## src/rtl/store_buffer.sv

```systemverilog
// In-order store buffer between the CPU load/store stage and a single-port data memory.
// Optional macro SB_FORWARD_EN: loads take data from buffered stores instead of stalling.

module sb_overlap #(
  parameter int WIDTH = 32
) (
  input  logic [WIDTH-1:0] e_addr,
  input  logic             e_byte,
  input  logic [WIDTH-1:0] l_addr,
  input  logic             l_byte,
  output logic             hit
);
  // One extra bit so addr+3 near the top of the space does not wrap.
  logic [WIDTH:0] e_lo, e_hi, l_lo, l_hi;

  always_comb begin
    e_lo = {1'b0, e_addr};
    l_lo = {1'b0, l_addr};
    e_hi = e_lo + {{(WIDTH-1){1'b0}}, ~e_byte, ~e_byte};
    l_hi = l_lo + {{(WIDTH-1){1'b0}}, ~l_byte, ~l_byte};
    hit  = (e_lo <= l_hi) && (l_lo <= e_hi);
  end
endmodule

module store_buffer #(
  parameter int WIDTH = 32,
  parameter int DEPTH = 4
) (
  input  logic             clk,
  input  logic             rst_n,
  input  logic             st_valid,
  output logic             st_ready,
  input  logic [WIDTH-1:0] st_addr,
  input  logic [WIDTH-1:0] st_data,
  input  logic             st_byte,
  input  logic             ld_valid,
  input  logic [WIDTH-1:0] ld_addr,
  input  logic             ld_byte,
  output logic [WIDTH-1:0] ld_data,
  output logic             ld_stall,
  output logic             mem_WE,
  output logic             mem_MemType,
  output logic [WIDTH-1:0] mem_A,
  output logic [WIDTH-1:0] mem_WD,
  input  logic [WIDTH-1:0] mem_RD
);
  localparam int          PW   = $clog2(DEPTH);
  localparam logic [PW:0] FULL = (PW+1)'(DEPTH);

  logic [PW-1:0]               head_q, head_d, tail_q, tail_d;
  logic [PW:0]                 cnt_q, cnt_d;
  logic [DEPTH-1:0][WIDTH-1:0] addr_q, addr_d, data_q, data_d;
  logic [DEPTH-1:0]            byte_q, byte_d;
  logic [DEPTH-1:0]            hit, live;
  logic                        push, pop, ld_go, any_hit;

  genvar g;
  generate
    for (g = 0; g < DEPTH; g++) begin : g_ent
      localparam logic [PW-1:0] SLOT = PW'(g);
      sb_overlap #(.WIDTH(WIDTH)) u_cmp (
        .e_addr (addr_q[g]),
        .e_byte (byte_q[g]),
        .l_addr (ld_addr),
        .l_byte (ld_byte),
        .hit    (hit[g])
      );
      // A slot holds a buffered store when its age from head is below count.
      assign live[g] = {1'b0, SLOT - head_q} < cnt_q;
    end
  endgenerate

  assign any_hit = |(live & hit);

`ifdef SB_FORWARD_EN
  logic [PW-1:0] y_idx, scan;
  logic [1:0]    y_off;
  logic [7:0]    y_byte;

  // Scan oldest to youngest so the last hit is the youngest overlapping store.
  always_comb begin
    y_idx = head_q;
    scan  = head_q;
    for (int i = 0; i < DEPTH; i++) begin
      scan = head_q + PW'(i);
      if (live[scan] && hit[scan]) y_idx = scan;
    end
    y_off  = ld_addr[1:0] - addr_q[y_idx][1:0];
    y_byte = 8'(data_q[y_idx] >> {y_off, 3'b000});
  end
`endif

  always_comb begin
    ld_stall = 1'b0;
    ld_data  = '0;
    if (rst_n && ld_valid) begin
      if (!any_hit) ld_data = mem_RD;
`ifdef SB_FORWARD_EN
      else if (ld_byte) ld_data = {{(WIDTH-8){1'b0}}, y_byte};
      else if (!byte_q[y_idx] && (addr_q[y_idx] == ld_addr)) ld_data = data_q[y_idx];
`endif
      else ld_stall = 1'b1;
    end
  end

  assign st_ready = rst_n && (cnt_q != FULL);
  assign ld_go    = ld_valid && !ld_stall;
  assign push     = st_valid && st_ready;
  assign pop      = rst_n && (cnt_q != '0) && !ld_go;

  always_comb begin
    head_d = head_q;
    tail_d = tail_q;
    cnt_d  = cnt_q;
    addr_d = addr_q;
    data_d = data_q;
    byte_d = byte_q;
    if (push) begin
      addr_d[tail_q] = st_addr;
      data_d[tail_q] = st_data;
      byte_d[tail_q] = st_byte;
      tail_d         = tail_q + PW'(1);
    end
    if (pop) head_d = head_q + PW'(1);
    case ({push, pop})
      2'b10:   cnt_d = cnt_q + (PW+1)'(1);
      2'b01:   cnt_d = cnt_q - (PW+1)'(1);
      default: cnt_d = cnt_q;
    endcase
  end

  // A granted load owns the address port; otherwise it shows the head entry.
  always_comb begin
    mem_WE      = pop;
    mem_A       = '0;
    mem_MemType = 1'b0;
    mem_WD      = '0;
    if (cnt_q != '0) begin
      mem_A       = addr_q[head_q];
      mem_MemType = byte_q[head_q];
      mem_WD      = data_q[head_q];
    end
    if (ld_go) begin
      mem_A       = ld_addr;
      mem_MemType = ld_byte;
    end
  end

  always_ff @(posedge clk) begin
    if (!rst_n) begin
      head_q <= '0;
      tail_q <= '0;
      cnt_q  <= '0;
    end else begin
      head_q <= head_d;
      tail_q <= tail_d;
      cnt_q  <= cnt_d;
    end
  end

  always_ff @(posedge clk) begin
    addr_q <= addr_d;
    data_q <= data_d;
    byte_q <= byte_d;
  end
endmodule

```

## config.mk

```make
export PLATFORM = sky130hd
export DESIGN_NAME = store_buffer
export DESIGN_NICKNAME = d
export VERILOG_FILES = /design/src/rtl/store_buffer.sv
export SDC_FILE = /design/constraint.sdc
export NUM_CORES = 1
export LEC_CHECK = 0
export ABC_AREA = 0
export CORE_MARGIN = 2
export CORE_UTILIZATION = 55
export DETAILED_ROUTE_END_ITERATION = 16
export GPL_ROUTABILITY_DRIVEN = 1
export PLACE_DENSITY = 0.75
export SETUP_SLACK_MARGIN = 0.1
export SLEW_MARGIN = 10
export SYNTH_ARGS = -nofsm -noshare
export SYNTH_HDL_FRONTEND = slang
export SYNTH_HIERARCHICAL = 1
export SYNTH_SLANG_ARGS = --single-unit
```

## constraint.sdc

```tcl
create_clock -name clk -period 8.45 [get_ports clk]
set_input_delay 1.69 -clock clk [delete_from_list [all_inputs] [get_ports clk]]
set_output_delay 1.69 -clock clk [all_outputs]
set_load 0.05 [all_outputs]
```

==> run_results.csv, run 1 <==
group,metric,value,unit
outcome,outcome,"completed",
yosys,yosysWarnings,6,
yosys,synth_fa_ha_area_share,17.0,%
setup_path,start_kind,"primary input",
clock_network,clk_pin_slew,0.07,ns
yosys,synth_top_area_share,35.9,%
yosys,synth_edf_count,260,
yosys,synth_top_family_by_area,"simple AND/OR/NAND/NOR gates",
placement,pre_cts_slack,-0.129,ns
pwr,swShare,37.2,%
global_route,grt_max_degree,66,
global_route,grt_overflow_total,0,
run,cap_violations,0,
pwr,clkPwrFrac,25.3,%
die,die_area,41200,µm²
die,rows,72,
worst_hold_path,min_to,"tail_q[1]",
yosys,synth_compound_area_share,6.57,%
yosys,syn-num-nets,2366,
die,core,38800,µm²
pwr,seqPwrFrac,30.9,%
placement,place_hpwl,49300,µm
setup_path,critPathKind,"primary input to output port",
timing,min_period,8.19,ns
route,via_count,17500,
yosys,ys_ff_latch,267,
cells_and_area,fin_util,69.2,%
clock_network,insertion_delay,0.56,ns
yosys,yosysMostFrequentCell,"ha_1",
setup_path,rrSetupSlack,2.08,ns
global_route,grt_usage,31.7,%
timing,hold-worst-slack,0.576,ns
clock_network,cts_tree,"yes",
die,dieWidth,203,µm
timing,finalHoldViolations,0,
timing,tightest_slew,1.16,ns
route,wl_per_cell,23.6,µm
pwr,total_power,5.21,mW
yosys,seq_area_frac_synth,36.5,%
global_route,grt_pass1_wl,99600,µm
cells_and_area,diodes,0,
route,firstDrtPassIters,5,
placement,numPortBuffers,233,
clock_network,clock_path_buffers,3,
cells_and_area,fillers,2814,
timing,finalClockSkew,0.0101,ns
setup_path,cp-end-kind,"output port",
pwr,peakVddDrop,248,µV
timing,fin_crit_sh,96.9,%
clock_network,htree_levels,1,
die,num_io_pins,234,
yosys,ys_types,73,
clock_network,hold_buffers,0,
yosys,synthXorXnorAreaFrac,9.82,%
clock_network,root_buffer,"clkbuf_16",
worst_hold_path,min_path_type,"flop to flop",
placement,routabilityCongestion,0.946,
pwr,switchingPower,1.94,mW
placement,dp_cells,2745,
pwr,powerDensity,194,nW/µm²
setup_path,arrival,6.50,ns
worst_hold_path,worstHoldStart,"tail_q[1]",
cells_and_area,drive_gt1_share,17.1,%
timing,fmax,122,MHz
yosys,synthTopCellsByArea,"edfxtp_1 36%, ha_1 16%, mux4_2 6.7%",
die,start_util,56.1,%
timing,rsz0062_at_grt,"false",
yosys,synth_flop_cell,"edfxtp_1",
cells_and_area,syn2layout_area_growth,23.4,%
setup_path,reg2reg_from,"byte_q[0]",
yosys,netlist_area,21800,µm²
route,drt_wl_total,66200,µm
setup_path,rr_worst_depth,29,
die,die_height,203,µm
setup_path,crit_slowest_cell,"or4_4",
cells_and_area,regArea,7960,µm²
timing,slew_headroom,22.7,%
setup_path,path_max_fanout,12,
global_route,grt_pass1_vias,17600,
cells_and_area,instances_no_fill,2803,
yosys,synth_top_cell_by_area,"edfxtp_1",
yosys,syn_inst,1942,
pwr,total_leakage_power,10.2,nW
route,drtIter0Drc,1575,
worst_hold_path,worstHoldPathCells,2,
global_route,antenna_found_initial,0,
timing,finalSetupViolCount,0,
setup_path,path_cells,"clkdlybuf4s50_1 -> buf_12 -> ha_1 -> a21oi_1 -> or3_4 -> nor4_4 -> nand2_1 -> xor2_1 -> ha_1 -> nand4_1 -> or4_4 -> nand2b_1 -> nand4_1 -> a21oi_1 -> o22a_1 -> o221ai_1 -> nand4_4 -> a21oi_4 -> buf_6 -> buf_12 -> mux2_4 -> buf_12",
yosys,async_reset_ff_share,0,%
yosys,synth.cells.most_frequent,"281 x ha_1, 260 x edfxtp_1, 170 x nand2_1",
cells_and_area,multi_input_area,13500,µm²
timing,finalWorstSetupSlack,0.258,ns
cells_and_area,final_nets,2690,
pwr,intPower,3.27,mW
setup_path,cp_data_required_time,6.76,ns
yosys,synthMuxAreaShare,8.95,%
setup_path,path_common_cell,"buf_12",
timing,slew_viol_final,0,
setup_path,rr_endpoint,"cnt_q[2]",
pwr,pwr-share-comb,43.8,%
clock_network,clock-sinks,267,
clock_network,numCtsBuffers,28,
yosys,synthSimpleGateAreaFrac,19.2,%
setup_path,slowest_delay,0.54,ns
route,antenna_left,0,
route,viasPerCell,6.25,
yosys,avgSynthCellArea,11.2,µm²
route,drc,0,
-- registers in the layout (all words and copies together) (netlist names) --
signal and count:
data_q 128, addr_q 128, head_q 2, cnt_q 3, tail_q 2, byte_q 4
-- layer usage --
metal	global-route usage [%]	vias to the layer above	part of all wire, %
met5	0	-	0
met4	11.3	0	3.6
met3	8.44	146	10
met2	52.0	787	47
met1	40.7	8577	40
li1	-	8011	-
-- cell usage in the layout, fill, tap and decap left out, types with 30 or more instances in the layout --
| cell type | instances |
|---|---|
| a21oi_1 | 102 |
| edfxtp_1 | 260 |
| xor2_1 | 154 |
| buf_4 | 105 |
| buf_12 | 49 |
| mux4_2 | 65 |
| o21ai_0 | 39 |
| mux2_4 | 30 |
| nand2_1 | 169 |
| and2_1 | 38 |
| ha_1 | 280 |
| nor2_1 | 90 |
| nor2b_1 | 73 |
| inv_1 | 58 |
| xnor2_1 | 90 |
| clkdlybuf4s50_1 | 159 |
| nand4_1 | 80 |
| nand3_1 | 107 |
-- metrics by stage --
stage	area, µm²	TNS (ns)
finish	26900	0
global placement	25700	-1.31
global route	26900	0
detailed placement	25700	-4.24
floorplan	21800	0
CTS	26700	0
-- area by class of cell --
type                    count  share of cell area, %
clock buffers              30                   2.71
repair buffers            327                   13.1
inverters                  59                  0.824
flip-flops and latches    267                   29.6
clock inverters            19                  0.936
multi-input cells        1583                   50.4
well taps                 518                   2.41
-- critical path: cells and delay by family --
kind                       cells  cell delay [ns]
AOI/OAI and AO/OA              5             0.65
xor gates and xnor gates       1             0.15
adders and majority gates      2             0.61
buffers and inverters          5             1.10
muxes                          1             0.32
and+or+nand+nor                8             1.96
-- repair_timing --
| action | CTS | global route |
|---|---|---|
| setup buffers | 1 | 8 |
| gates resized for setup | 16 | 25 |
| pin swaps | 3 | 10 |
| setup endpoints to repair | 65 | 66 |
-- worst max-delay path by stage --
stage                          start   endpoint  slack (ns)
after floorplan              ld_byte     mem_WE        0.58
after global placement       ld_byte  mem_A[10]       -0.06
after detailed placement     ld_byte  mem_A[20]       -0.13
after CTS                 ld_addr[1]   mem_A[6]        0.11
after global routing      ld_addr[1]   mem_A[4]         0.1
final                     ld_addr[1]   mem_A[6]        0.26
-- power by group through the flow --
| stage | logic, mW | clock network (mW) | registers [mW] |
|---|---|---|---|
| 2_1_floorplan | 1.48 | 0 | 1.57 |
| 3_3_place_gp | 2.21 | 0 | 1.63 |
| 3_5_place_dp | 2.25 | 0 | 1.64 |
| 4_1_cts | 2.27 | 1.34 | 1.61 |
| 5_1_grt | 2.40 | 1.39 | 1.62 |
| 6_report | 2.28 | 1.32 | 1.61 |
-- kinds of logic (layout without fill, tap and decap cells) --
logic type               after synthesis  after routing
AO/OA/AOI/OAI                        229            229
XOR/XNOR                             244            244
adder cells (fa/ha/maj)              290            290
buffers and inverters                 92            435
flip-flops                           267            267
multiplexers                          98             98
AND/OR/NAND/NOR                      722            722
(Power assumes the default switching activity.)
==> inputs of run 2 (changes only) <==
Settings changed: GPL_TIMING_DRIVEN set to 1.
==> results of run 2 <==
The final DEF is identical to that of run 1; final timing and power are the same.
==> inputs of run 3 (changes only) <==
Settings changed: PLACE_DENSITY 0.75 to 0.86, SLEW_MARGIN 10 to 20, TNS_END_PERCENT set to 30.
==> run_results.csv, run 3 (synthesis results as in run 1) <==
group,metric,value,unit
timing,fin_crit_sh,97.4,%
setup_path,critPathKind,"primary input to output port",
die,core,38800,µm²
cells_and_area,reg_top3,"addr_q (128), data_q (128), byte_q (4)",
cells_and_area,final_cell_mix,"276 x ha_1, 260 x edfxtp_1, 169 x nand2_1, 162 x clkdlybuf4s50_1, 154 x xor2_1",
placement,numPortBuffers,233,
die,die_area,41200,µm²
timing,finalHoldViolations,0,
timing,tightest_slew,0.922,ns
setup_path,path_max_fanout,5,
run,cap_violations,0,
clock_network,insertion_delay,0.57,ns
pwr,powerDensity,190,nW/µm²
pwr,total_leakage_power,10.4,nW
cells_and_area,fin_area,27300,µm²
placement,dpl_cell_area,25700,µm²
pwr,peakVddDrop,215,µV
global_route,grt_usage,32.4,%
cells_and_area,final_common_cell,"ha_1",
clock_network,numCtsBuffers,28,
timing,fmax,121,MHz
timing,slew_headroom,38.5,%
cells_and_area,final_nets,2713,
route,antenna_left,0,
pwr,intPower,3.22,mW
route,drt_wl_total,68700,µm
timing,finalWorstSetupSlack,0.218,ns
timing,finalSetupViolCount,0,
timing,rsz0062_at_grt,"false",
cells_and_area,syn2layout_area_growth,25.3,%
global_route,antenna_found_initial,1,
worst_hold_path,min_path_type,"flop to flop",
die,die_height,203,µm
cells_and_area,diodes,0,
pwr,switchingPower,1.98,mW
clock_network,cts_tree,"yes",
global_route,grt_pass1_vias,18300,
pwr,pwr-share-comb,45.9,%
outcome,outcome,"completed",
pwr,swShare,38.1,%
clock_network,clk_pin_slew,0.06,ns
clock_network,hold_buffers,0,
global_route,grt_max_degree,66,
placement,pre_cts_slack,-0.299,ns
timing,min_period,8.23,ns
global_route,grt_pass1_wl,103000,µm
die,num_io_pins,234,
die,dieWidth,203,µm
route,via_count,18100,
pwr,seqPwrFrac,30.9,%
route,drtIter0Drc,1818,
route,viasPerCell,6.42,
clock_network,clock-sinks,267,
setup_path,arrival,6.54,ns
route,firstDrtPassIters,7,
placement,place_hpwl,50000,µm
clock_network,clock_path_buffers,3,
die,rows,72,
die,start_util,56.1,%
setup_path,cp_data_required_time,6.76,ns
placement,routabilityCongestion,0.969,
setup_path,cp-end-kind,"output port",
route,drc,0,
timing,slew_viol_final,0,
global_route,grt_overflow_total,0,
pwr,clkPwrFrac,23.2,%
setup_path,start_kind,"primary input",
route,wl_per_cell,24.3,µm
timing,finalClockSkew,0.0169,ns
clock_network,htree_levels,1,
clock_network,root_buffer,"clkbuf_16",
cells_and_area,drive_gt1_share,18.6,%
-- run 3: changes by cell type in the layout (fill, tap and decap cells not counted), sizes merged --
| cell | delta |
|---|---|
| buf | +20 |
| bufinv | -4 |
| clkbuf | +6 |
| clkdlybuf4s50 | +3 |
| clkinv | +3 |
| dlygate4sd2 | -1 |
| dlymetal6s2s | -2 |
-- run 3: worst paths after layout --
path | start | endpoint | slack [ns] | depth (start not counted)
worst max-delay path | ld_addr[5] | mem_A[6] | 0.22 | 23
worst min-delay path | tail_q[1] | tail_q[1] | 0.57 | 2
worst min register to register | tail_q[1] | tail_q[1] | 0.57 | 2
worst max register to register | byte_q[0] | cnt_q[2] | 1.92 | 28
-- run 3: layout make-up --
type | count | area [µm²]
sequential | 267 | 7960
inverter | 59 | 221
tap | 518 | 648
clock inverter | 18 | 151
timing repair buffer | 350 | 3910
fill | 2648 | 11500
multi-input combinational | 1583 | 13700
clock buffer | 33 | 741
-- run 3: layer usage --
layer  part of all wire (%)  global-route usage (%)  routed length, µm  vias to the layer above
met3                     11                    8.41               7740                      194
met2                     47                    53.7              32400                     1049
li1                       -                       -                  -                     8059
met1                     37                    40.4              25700                     8841
met5                  0.019                       0                 13                        -
met4                    4.1                    13.6               2830                        2
-- run 3: per-stage QoR --
step,util (%),power [mW],hold slack [ns],TNS (ns),instances
4_1_cts,68.7,5.11,0.567,0,2807
6_report,70.3,5.20,0.568,0,2828
3_5_place_dp,66.2,3.90,0.554,-12.58,2752
5_1_grt,70.3,5.38,0.614,0,2828
2_1_floorplan,-,3.05,0.501,0,1942
3_3_place_gp,66.2,3.84,0.523,-8.66,2752
-- run 3: power by group through the flow --
stage / Clock (mW) / Sequential (mW) / Combinational [mW]
floorplan: 0 / 1.57 / 1.48
global placement: 0 / 1.63 / 2.21
detailed placement: 0 / 1.63 / 2.26
CTS: 1.22 / 1.60 / 2.29
global route: 1.26 / 1.61 / 2.51
finish: 1.20 / 1.60 / 2.39
-- run 3: timing repair --
item / 4_1_cts / 5_1_grt
setup buffers: 4 / 14
gates resized for setup: 14 / 79
setup endpoints to repair: 65 / 67
pin swaps: 7 / 30
cloned: 0 / 3
-- run 3: worst max-delay path, cell delays in order --
cell and delay [ns]:
clkdlybuf4s50_1 0.57, and4_4 0.29, nand2_2 0.07, or3_4 0.37, nor4_4 0.42, buf_4 0.18
nand2_1 0.06, xor2_1 0.15, ha_1 0.30, nand3_2 0.09, or4_4 0.56, nor3_4 0.14
buf_4 0.13, nand4_1 0.08, o21ai_1 0.13, o22a_1 0.18, o221ai_2 0.11, nand4_4 0.14
a21oi_4 0.08, buf_12 0.17, clkbuf_16 0.16, mux2_4 0.30, buf_6 0.15
